### src/rtl/palette_pkg.sv
// Shared definitions for the palette LUT: colour modes, default gradient,
// and constant colour levels.
package palette_pkg;

    typedef enum logic [1:0] {
        MODE_BW    = 2'd0,
        MODE_CLAMP = 2'd1,
        MODE_WRAP  = 2'd2,
        MODE_GRAY  = 2'd3
    } mode_e;

    // Replicated per bit to form full-width black / white pixels.
    localparam logic CH_BLACK = 1'b0;
    localparam logic CH_WHITE = 1'b1;

    localparam int DEF_PAL_DEPTH = 32;

    // Default 32-entry gradient, {R,G,B} at 8 bits per channel, index 0 first.
    localparam logic [0:DEF_PAL_DEPTH-1][23:0] DEFAULT_PAL = '{
        24'h000000, 24'h01000A, 24'h020014, 24'h04001F,
        24'h05012D, 24'h06023C, 24'h08044B, 24'h0A085A,
        24'h0C0F6A, 24'h0F1A7A, 24'h12288A, 24'h153C9C,
        24'h1852B1, 24'h1C60C0, 24'h2070CC, 24'h2480D6,
        24'h2990DE, 24'h2EA0E4, 24'h34B0E8, 24'h3AC0EA,
        24'h40CCE0, 24'h46D0C8, 24'h4CCCA8, 24'h52C088,
        24'h58B068, 24'h5EA04C, 24'h629034, 24'h667820,
        24'h645E14, 24'h5E460C, 24'h583008, 24'h522205
    };

    // Gradient entry for any palette index; deeper palettes repeat it.
    function automatic logic [23:0] default_entry(input int i);
        return DEFAULT_PAL[5'(i)];
    endfunction

endpackage

### src/rtl/palette_ram.sv
// Simple dual-port palette RAM: one write port, one synchronous read-first
// read port, power-up contents taken from the default gradient.
module palette_ram
    import palette_pkg::*;
#(
    parameter int AW      = 5,
    parameter int COLOR_W = 8
) (
    input  logic                 clk,
    input  logic                 i_we,
    input  logic [AW-1:0]        i_waddr,
    input  logic [3*COLOR_W-1:0] i_wdata,
    input  logic [AW-1:0]        i_raddr,
    output logic [3*COLOR_W-1:0] o_rdata
);

    localparam int DEPTH = 2**AW;
    localparam int DW    = 3*COLOR_W;

    typedef logic [DW-1:0] mem_t [DEPTH];

    // Each 8-bit gradient channel is left-aligned into COLOR_W bits so the
    // gradient keeps its shape at any channel width (up to 32 bits).
    function automatic mem_t init_mem();
        mem_t        m;
        logic [23:0] e;
        logic [31:0] t;
        for (int i = 0; i < DEPTH; i++) begin
            e = default_entry(i);
            for (int c = 0; c < 3; c++) begin
                t = {e[c*8 +: 8], 24'h000000};
                m[i][c*COLOR_W +: COLOR_W] = t[31 -: COLOR_W];
            end
        end
        return m;
    endfunction

    mem_t          r_mem = init_mem();
    logic [DW-1:0] r_rdata;

    // Write and read on the same edge; the read sees the pre-write contents.
    always_ff @(posedge clk) begin
        if (i_we)
            r_mem[i_waddr] <= i_wdata;
        r_rdata <= r_mem[i_raddr];
    end

    assign o_rdata = r_rdata;

endmodule

### src/rtl/palette_lut.sv
// Pipelined iteration-count to RGB mapper with a writable palette, four
// colour modes and frame-synchronous palette rotation. Two-cycle latency.
module palette_lut
    import palette_pkg::*;
#(
    parameter int ITER_W   = 7,
    parameter int MAX_ITER = 99,
    parameter int PAL_AW   = 5,
    parameter int COLOR_W  = 8
) (
    input  logic                 clk,
    input  logic                 rst_n,
    input  logic                 in_valid,
    input  logic [ITER_W-1:0]    in_iter,
    input  logic [1:0]           mode,
    input  logic                 frame_start,
    input  logic                 cycle_en,
    input  logic [3:0]           cycle_div,
    input  logic                 pal_we,
    input  logic [PAL_AW-1:0]    pal_waddr,
    input  logic [3*COLOR_W-1:0] pal_wdata,
    output logic                 out_valid,
    output logic [COLOR_W-1:0]   o_RED,
    output logic [COLOR_W-1:0]   o_GREEN,
    output logic [COLOR_W-1:0]   o_BLUE,
    output logic [PAL_AW-1:0]    rot_offset
);

    localparam int PAL_MAX = 2**PAL_AW - 1;
    localparam int IW      = (ITER_W > PAL_AW) ? ITER_W : PAL_AW;
    localparam int GW      = ITER_W + COLOR_W;
    localparam int DW      = 3*COLOR_W;

    // Rotation state
    logic [3:0]        r_fcnt;
    logic [PAL_AW-1:0] r_rot;

    // Stage-1 state; r_vld_pipe[0] qualifies stage 1, [1] the output
    logic [1:0]         r_vld_pipe;
    mode_e              r_s1_mode;
    logic               r_s1_set;
    logic [COLOR_W-1:0] r_s1_gray;

    // Output stage
    logic [DW-1:0] r_rgb;

    // Stage-1 combinational decode
    mode_e              w_mode;
    logic               w_in_set;
    logic [IW-1:0]      w_iter_ext;
    logic [PAL_AW-1:0]  w_idx;
    logic [GW-1:0]      w_gray_ext;
    logic [COLOR_W-1:0] w_gray;
    logic [DW-1:0]      w_rdata;

    assign w_mode     = mode_e'(mode);
    assign w_in_set   = (32'(in_iter) >= 32'(MAX_ITER));
    assign w_iter_ext = IW'(in_iter);
    // Left-align the count into the channel; wide counts keep their MSBs.
    assign w_gray_ext = {in_iter, {COLOR_W{1'b0}}};
    assign w_gray     = w_gray_ext[GW-1 -: COLOR_W];

    // Palette index: saturating for clamp, rotated and wrapping for wrap.
    // B&W and grayscale ignore the palette, so the clamp index is harmless.
    always_comb begin
        w_idx = (w_iter_ext > IW'(PAL_MAX)) ? PAL_AW'(PAL_MAX)
                                            : w_iter_ext[PAL_AW-1:0];
        if (w_mode == MODE_WRAP)
            w_idx = w_iter_ext[PAL_AW-1:0] + r_rot;
    end

    // The RAM's address register is the stage-1 index register: the index
    // is captured on the stage-1 edge and the data comes back for stage 2.
    palette_ram #(
        .AW      (PAL_AW),
        .COLOR_W (COLOR_W)
    ) u_ram (
        .clk     (clk),
        .i_we    (pal_we),
        .i_waddr (pal_waddr),
        .i_wdata (pal_wdata),
        .i_raddr (w_idx),
        .o_rdata (w_rdata)
    );

    // Frame counter and rotation offset, stepping every cycle_div+1 frames.
    always_ff @(posedge clk or negedge rst_n) begin
        if (!rst_n) begin
            r_fcnt <= '0;
            r_rot  <= '0;
        end else if (frame_start && cycle_en) begin
            if (r_fcnt == cycle_div) begin
                r_fcnt <= '0;
                r_rot  <= r_rot + 1'b1;
            end else begin
                r_fcnt <= r_fcnt + 1'b1;
            end
        end
    end

    // Stage 1: register valid, mode, in-set flag and gray level.
    always_ff @(posedge clk or negedge rst_n) begin
        if (!rst_n) begin
            r_vld_pipe <= '0;
            r_s1_mode  <= MODE_BW;
            r_s1_set   <= 1'b0;
            r_s1_gray  <= '0;
        end else begin
            r_vld_pipe <= {r_vld_pipe[0], in_valid};
            r_s1_mode  <= w_mode;
            r_s1_set   <= w_in_set;
            r_s1_gray  <= w_gray;
        end
    end

    // Stage 2: registered output mux; invalid and in-set pixels are black.
    always_ff @(posedge clk or negedge rst_n) begin
        if (!rst_n) begin
            r_rgb <= {DW{CH_BLACK}};
        end else if (!r_vld_pipe[0] || r_s1_set) begin
            r_rgb <= {DW{CH_BLACK}};
        end else begin
            case (r_s1_mode)
                MODE_BW:   r_rgb <= {DW{CH_WHITE}};
                MODE_GRAY: r_rgb <= {r_s1_gray, r_s1_gray, r_s1_gray};
                default:   r_rgb <= w_rdata;
            endcase
        end
    end

    assign out_valid  = r_vld_pipe[1];
    assign o_RED      = r_rgb[3*COLOR_W-1 -: COLOR_W];
    assign o_GREEN    = r_rgb[2*COLOR_W-1 -: COLOR_W];
    assign o_BLUE     = r_rgb[COLOR_W-1:0];
    assign rot_offset = r_rot;

endmodule

### config.mk
export PLATFORM = sky130hd
export DESIGN_NAME = palette_lut
export DESIGN_NICKNAME = d
export VERILOG_FILES = /design/src/rtl/palette_pkg.sv /design/src/rtl/palette_ram.sv /design/src/rtl/palette_lut.sv
export SDC_FILE = /design/constraint.sdc
export NUM_CORES = 1
export LEC_CHECK = 0
export CORE_ASPECT_RATIO = 1.1
export CORE_UTILIZATION = 25
export CTS_BUF_LIST = sky130_fd_sc_hd__clkbuf_4 sky130_fd_sc_hd__clkbuf_8 sky130_fd_sc_hd__clkbuf_16
export DETAILED_ROUTE_END_ITERATION = 8
export HOLD_SLACK_MARGIN = 0.02
export REMOVE_ABC_BUFFERS = 1
export SYNTH_ARGS = -nofsm -noshare
export SYNTH_HDL_FRONTEND = slang
export SYNTH_HIERARCHICAL = 1
export SYNTH_SLANG_ARGS = --single-unit
### constraint.sdc
create_clock -name clk -period 2.4 [get_ports clk]
set_input_delay 0.48 -clock clk [delete_from_list [all_inputs] [get_ports clk]]
set_output_delay 0.48 -clock clk [all_outputs]
set_load 0.02 [all_outputs]
==> summary.md <==
| Metric | Value |
|---|---|
| Result of the run | `complete, but fails checks` |
| Violations in the final reports | `negative setup slack` |
| Worst slack at placement | `-1010 ps` |
| Top post-synthesis cells by area | `sky130_fd_sc_hd__edfxtp_1 (71%), sky130_fd_sc_hd__mux2i_1 (12%), sky130_fd_sc_hd__dfrtp_1 (3.5%), sky130_fd_sc_hd__a22oi_1 (1.7%), sky130_fd_sc_hd__a21oi_1 (1.6%)` |
| Via count of the first global-routing pass | `18,200` |
| Fmax | `382 MHz` |
| Number of inserted filler cells in the final layout | `12,300` |
| Final setup skew | `24.3 ps` |
| Hold Violations, Final | `0` |
| Number of DRC violations after detailed-routing iteration 0 | `1,809` |
| Slew margin rel. | `67.2%` |
| Number of cells traversed by the worst register-to-register path | `13` |
| Deepest clock path buffer count | `3` |
| Clock tree from TritonCTS | `built` |
| Proportion of register bits with asynchronous set or reset after synthesis | `5.38%` |
| Cell row count | `138` |
| Portion of the clock cycle consumed by the worst path in the final layout | `109%` |
| Portion of total power attributed to combinational logic | `16.4%` |
| RSZ-0062 raised after global routing | `yes` |
| Arrival time of data at the critical path endpoint | `3120 ps` |
| Leading register cell type out of synthesis | `sky130_fd_sc_hd__edfxtp_1` |
| Slowest stage cell on the critical path | `sky130_fd_sc_hd__clkdlybuf4s50_1` |
| Commonest cells post-synth | `sky130_fd_sc_hd__edfxtp_1 (768), sky130_fd_sc_hd__mux2i_1 (385), sky130_fd_sc_hd__a21oi_1 (105), sky130_fd_sc_hd__nand2_1 (92), sky130_fd_sc_hd__nand3_1 (76)` |
| Critical register-to-register path startpoint | `rot_offset[0]$_DFFE_PN0P_` |
| Clk_lat worst skew | `630 ps` |
| Endpoint kind of the worst setup timing path | `register` |
| Maximum ir drop on the vdd rail | `0.000537 V` |
| Final weighted congestion in routability-driven placement | `0.772` |
| Maximum number of pins on one net before global-route repair | `33` |
| DIE HEIGHT | `380 µm` |
| Least setup slack across all paths after layout | `-217 ps` |
| Yosys warnings | `6` |
| Biggest fanout along the worst timing path | `6` |
| P per Cell Area | `858 mW/mm²` |
| Top Family by Delay on Critical Path | `buffers and inverters` |
| Floorplan core area | `0.129 mm²` |
| Required time of the critical path | `2900 ps` |
| Die Area | `0.131 mm²` |
| Type of the most critical hold path | `input pin to register` |
| # H-tree levels | `3` |
| Total GRT Usage | `12.8%` |
| Area growth from synthesis to layout | `27.7%` |
| Net switching power of the design | `8.74 mW` |
| Area occupied by multi-input gates | `0.00764 mm²` |
| Share of final-layout standard cells stronger than drive strength 1 | `21.1%` |
| X dimension of the die | `345 µm` |
| Least-Margin Pin Slew | `487 ps` |
| Switching part of the total | `24.6%` |
| Placed wire-length estimate | `50.8 mm` |
| Antenna violations before repair | `6` |
| Portion of the post-synthesis area used by sequential elements | `76.0%` |
| Most repeated cell in the gate-level netlist after synthesis | `sky130_fd_sc_hd__edfxtp_1` |
| Sequence of cells on the critical path | `clkdlybuf4s50_1 -> ha_4 -> inv_2 -> fa_2 -> nand2b_4 -> a21oi_4 -> xnor2_2 -> a21oi_4 -> or2_4 -> buf_12 -> buf_16 -> nor3_1 -> a31oi_1 -> nand3_1` |
| Seq cells post-synth | `837` |
| Post-DR wirelength/cell | `21.9 µm` |
| Number of sinks driven by the clock tree | `837` |
| Most frequent cell on the critical path | `sky130_fd_sc_hd__a21oi_4` |
| Utilization of the core after routing | `32.2%` |
| Worst setup path end | `u_ram/o_rdata[1]$_DFF_P_` |
| Final nets | `2,266` |
| Mean instance size in the synthesized netlist | `17.1 µm²` |
| Post-synthesis instance total | `1,901` |
| Total length of routed wires | `86.7 mm` |
| GRT Residual Overflow | `0` |
| CTS clk-pin slew, worst paths | `60 ps` |
| Number of distinct library cells after synthesis | `38` |
| Top cell type's share of synthesized area | `71.1%` |
| Final setup vio count | `24` |
| Part of the power in registers | `46.8%` |
| First-pass GRT wire length | `124 mm` |
| Delay of the slowest critical-path stage | `540 ps` |
| WP depth | `14` |
| Crit path launch type | `input pin` |
| Max-slew violation total from the final report | `0` |
| Boundary pin count | `78` |
| Starting density of the core | `25.2%` |
| Final critical path time including I/O delays and setup | `2620 ps` |
| Number of buffers added by the clock tree synthesis step | `82` |
| Top cell type by total area after synthesis | `sky130_fd_sc_hd__edfxtp_1` |
| Critical path buffer and inverter count | `4` |
| Area taken by flip-flops and latches | `0.0247 mm²` |
| Total number of vias | `18,000` |
| Capture point of the worst reg-to-reg path | `u_ram/o_rdata[1]$_DFF_P_` |
| Reported max-cap violation count | `0` |
| Post-synth design cell area | `0.0324 mm²` |
| Register-to-Register Setup Slack | `-200 ps` |
| Worst Setup Path Type | `input pin to register` |
| Root buffer cell | `sky130_fd_sc_hd__clkbuf_16` |
| Via density per instance | `4.55` |
| ANT nets after route | `0` |
| Part of the power in the clock network | `36.8%` |
| Count of port buffers added during placement | `77` |
| Number of enable flip-flop cells after synthesis | `768` |
| Start point of the critical path | `in_iter[0]` |
| Internal power | `26.8 mW` |
| Design Power | `35.5 mW` |
| Total DRC errors in the routed layout | `0` |
| Number of optimization iterations in the first detailed-route pass | `5` |
| Leak pwr | `15.7 nW` |
## worst min path at each step
| stage | start | end | slack (ps) | depth (start not counted) |
|---|---|---|---|---|
| floorplan | rst_n | r_fcnt[0]$_DFFE_PN0P_ | 180 | 0 |
| global placement | r_vld_pipe[0]$_DFF_PN0_ | r_vld_pipe[1]$_DFF_PN0_ | 370 | 0 |
| detailed placement | r_vld_pipe[0]$_DFF_PN0_ | r_vld_pipe[1]$_DFF_PN0_ | 370 | 0 |
| CTS | in_valid | r_vld_pipe[0]$_DFF_PN0_ | 260 | 1 |
| global route | in_valid | r_vld_pipe[0]$_DFF_PN0_ | 260 | 1 |
| finish | in_valid | r_vld_pipe[0]$_DFF_PN0_ | 290 | 1 |
## placed cells by master, fill, tap and decap left out, types with 4 or more instances in the layout
cell type | netlist | routed
sky130_fd_sc_hd__nand2_1 | 92 | 92
sky130_fd_sc_hd__mux2i_1 | 385 | 385
sky130_fd_sc_hd__clkdlybuf4s50_1 | 0 | 76
sky130_fd_sc_hd__nand3_1 | 76 | 76
sky130_fd_sc_hd__clkbuf_4 | 1 | 18
sky130_fd_sc_hd__edfxtp_1 | 768 | 768
sky130_fd_sc_hd__nor2_4 | 1 | 34
sky130_fd_sc_hd__a22o_1 | 48 | 39
sky130_fd_sc_hd__xnor2_1 | 5 | 4
sky130_fd_sc_hd__a22oi_2 | 0 | 4
sky130_fd_sc_hd__buf_16 | 0 | 12
sky130_fd_sc_hd__a21oi_1 | 105 | 97
sky130_fd_sc_hd__clkinv_1 | 0 | 14
sky130_fd_sc_hd__a31oi_1 | 24 | 20
sky130_fd_sc_hd__dfxtp_1 | 24 | 24
sky130_fd_sc_hd__inv_1 | 29 | 28
sky130_fd_sc_hd__a22oi_1 | 72 | 68
sky130_fd_sc_hd__nor3_2 | 0 | 14
sky130_fd_sc_hd__ha_1 | 8 | 7
sky130_fd_sc_hd__buf_4 | 13 | 133
sky130_fd_sc_hd__clkbuf_8 | 0 | 10
sky130_fd_sc_hd__nor2_1 | 44 | 11
sky130_fd_sc_hd__buf_12 | 0 | 91
sky130_fd_sc_hd__dfrtp_1 | 45 | 45
sky130_fd_sc_hd__nand3b_1 | 5 | 5
sky130_fd_sc_hd__a22o_4 | 0 | 9
sky130_fd_sc_hd__clkbuf_16 | 0 | 89
sky130_fd_sc_hd__a21oi_2 | 0 | 5
sky130_fd_sc_hd__clkinv_2 | 0 | 12
sky130_fd_sc_hd__xor2_1 | 7 | 6
sky130_fd_sc_hd__a31oi_2 | 0 | 4
sky130_fd_sc_hd__nor3_1 | 25 | 6
sky130_fd_sc_hd__nor3_4 | 0 | 5
sky130_fd_sc_hd__bufinv_16 | 0 | 7
sky130_fd_sc_hd__a21o_1 | 8 | 8
sky130_fd_sc_hd__buf_6 | 22 | 6
## layer usage
layer	vias to the layer above	routed length, µm	track usage (%)
met4	8	1650	3.14
met2	611	41200	20.6
met5	-	52	0
li1	8044	-	-
met3	124	6000	2.70
met1	9235	37800	17.5
## sequential cells by signal, summed over array words and instances (netlist names)
| signal | count |
|---|---|
| r_fcnt | 4 |
| r_rgb | 24 |
| r_s1_gray | 7 |
| r_s1_mode | 2 |
| r_s1_set | 1 |
| r_vld_pipe | 2 |
| rot_offset | 5 |
| u_ram/o_rdata | 24 |
| u_ram/r_mem | 768 |
## layout make-up
class                   count  share of cell area [%]
repair buffers            327                    9.99
flip-flops and latches    837                    59.5
clock buffers             113                    5.79
diodes                      3                  0.0181
clock inverters            38                   0.876
inverters                  29                   0.263
well taps                1680                    5.07
multi-input cells         932                    18.5
## power groups by stage
stage          sequential [mW]  clock [mW]  combinational [mW]
6_report                  16.6        13.1                5.84
5_1_grt                   16.7        13.8                6.23
4_1_cts                   16.6        13.3                5.53
3_5_place_dp              16.9           0                5.09
3_3_place_gp              16.9           0                5.06
2_1_floorplan             16.9           0                2.83
## logic make-up (layout without fill, tap and decap cells)
kind of cell,Yosys count,in the layout,synth area share (%)
compound gates,261,261,5.30
xor+xnor,12,12,0.324
fa+ha+maj,9,9,0.370
buf+inv,132,507,2.31
flops,837,837,76.0
mux,386,386,11.9
other cells,0,3,0
simple gates,264,264,3.76
## worst register-to-register path, stage by stage (launching register included)
cell and delay (ps):
sky130_fd_sc_hd__dfrtp_1 390, sky130_fd_sc_hd__ha_4 160, sky130_fd_sc_hd__inv_2 40, sky130_fd_sc_hd__fa_2 360, sky130_fd_sc_hd__nand2b_4 160, sky130_fd_sc_hd__a21oi_4 160
sky130_fd_sc_hd__xnor2_2 90, sky130_fd_sc_hd__a21oi_4 250, sky130_fd_sc_hd__or2_4 240, sky130_fd_sc_hd__buf_12 140, sky130_fd_sc_hd__buf_16 140, sky130_fd_sc_hd__nor3_1 60
sky130_fd_sc_hd__a31oi_1 180, sky130_fd_sc_hd__nand3_1 100
## metrics by stage
stage / hold WS [ps] / TNS (ps) / area [µm²] / std cells
2_1_floorplan: 184 / -675460 / 31800 / 1798
3_3_place_gp: 369 / -26420 / 37700 / 3772
3_5_place_dp: 368 / -34330 / 37700 / 3772
4_1_cts: 260 / -4980 / 41100 / 3946
5_1_grt: 260 / -6180 / 41400 / 3958
6_report: 286 / -3730 / 41400 / 3959
## what timing repair did
action / 4_1_cts / 5_1_grt
cloned: 9 / 5
hold endpoints to repair: 19 / 0
setup endpoints to repair: 24 / 24
pin swaps: 19 / 23
hold buffers: 1 / 0
gates resized for setup: 53 / 37
buffers inserted: 14 / 7
(Power assumes the default switching activity.)
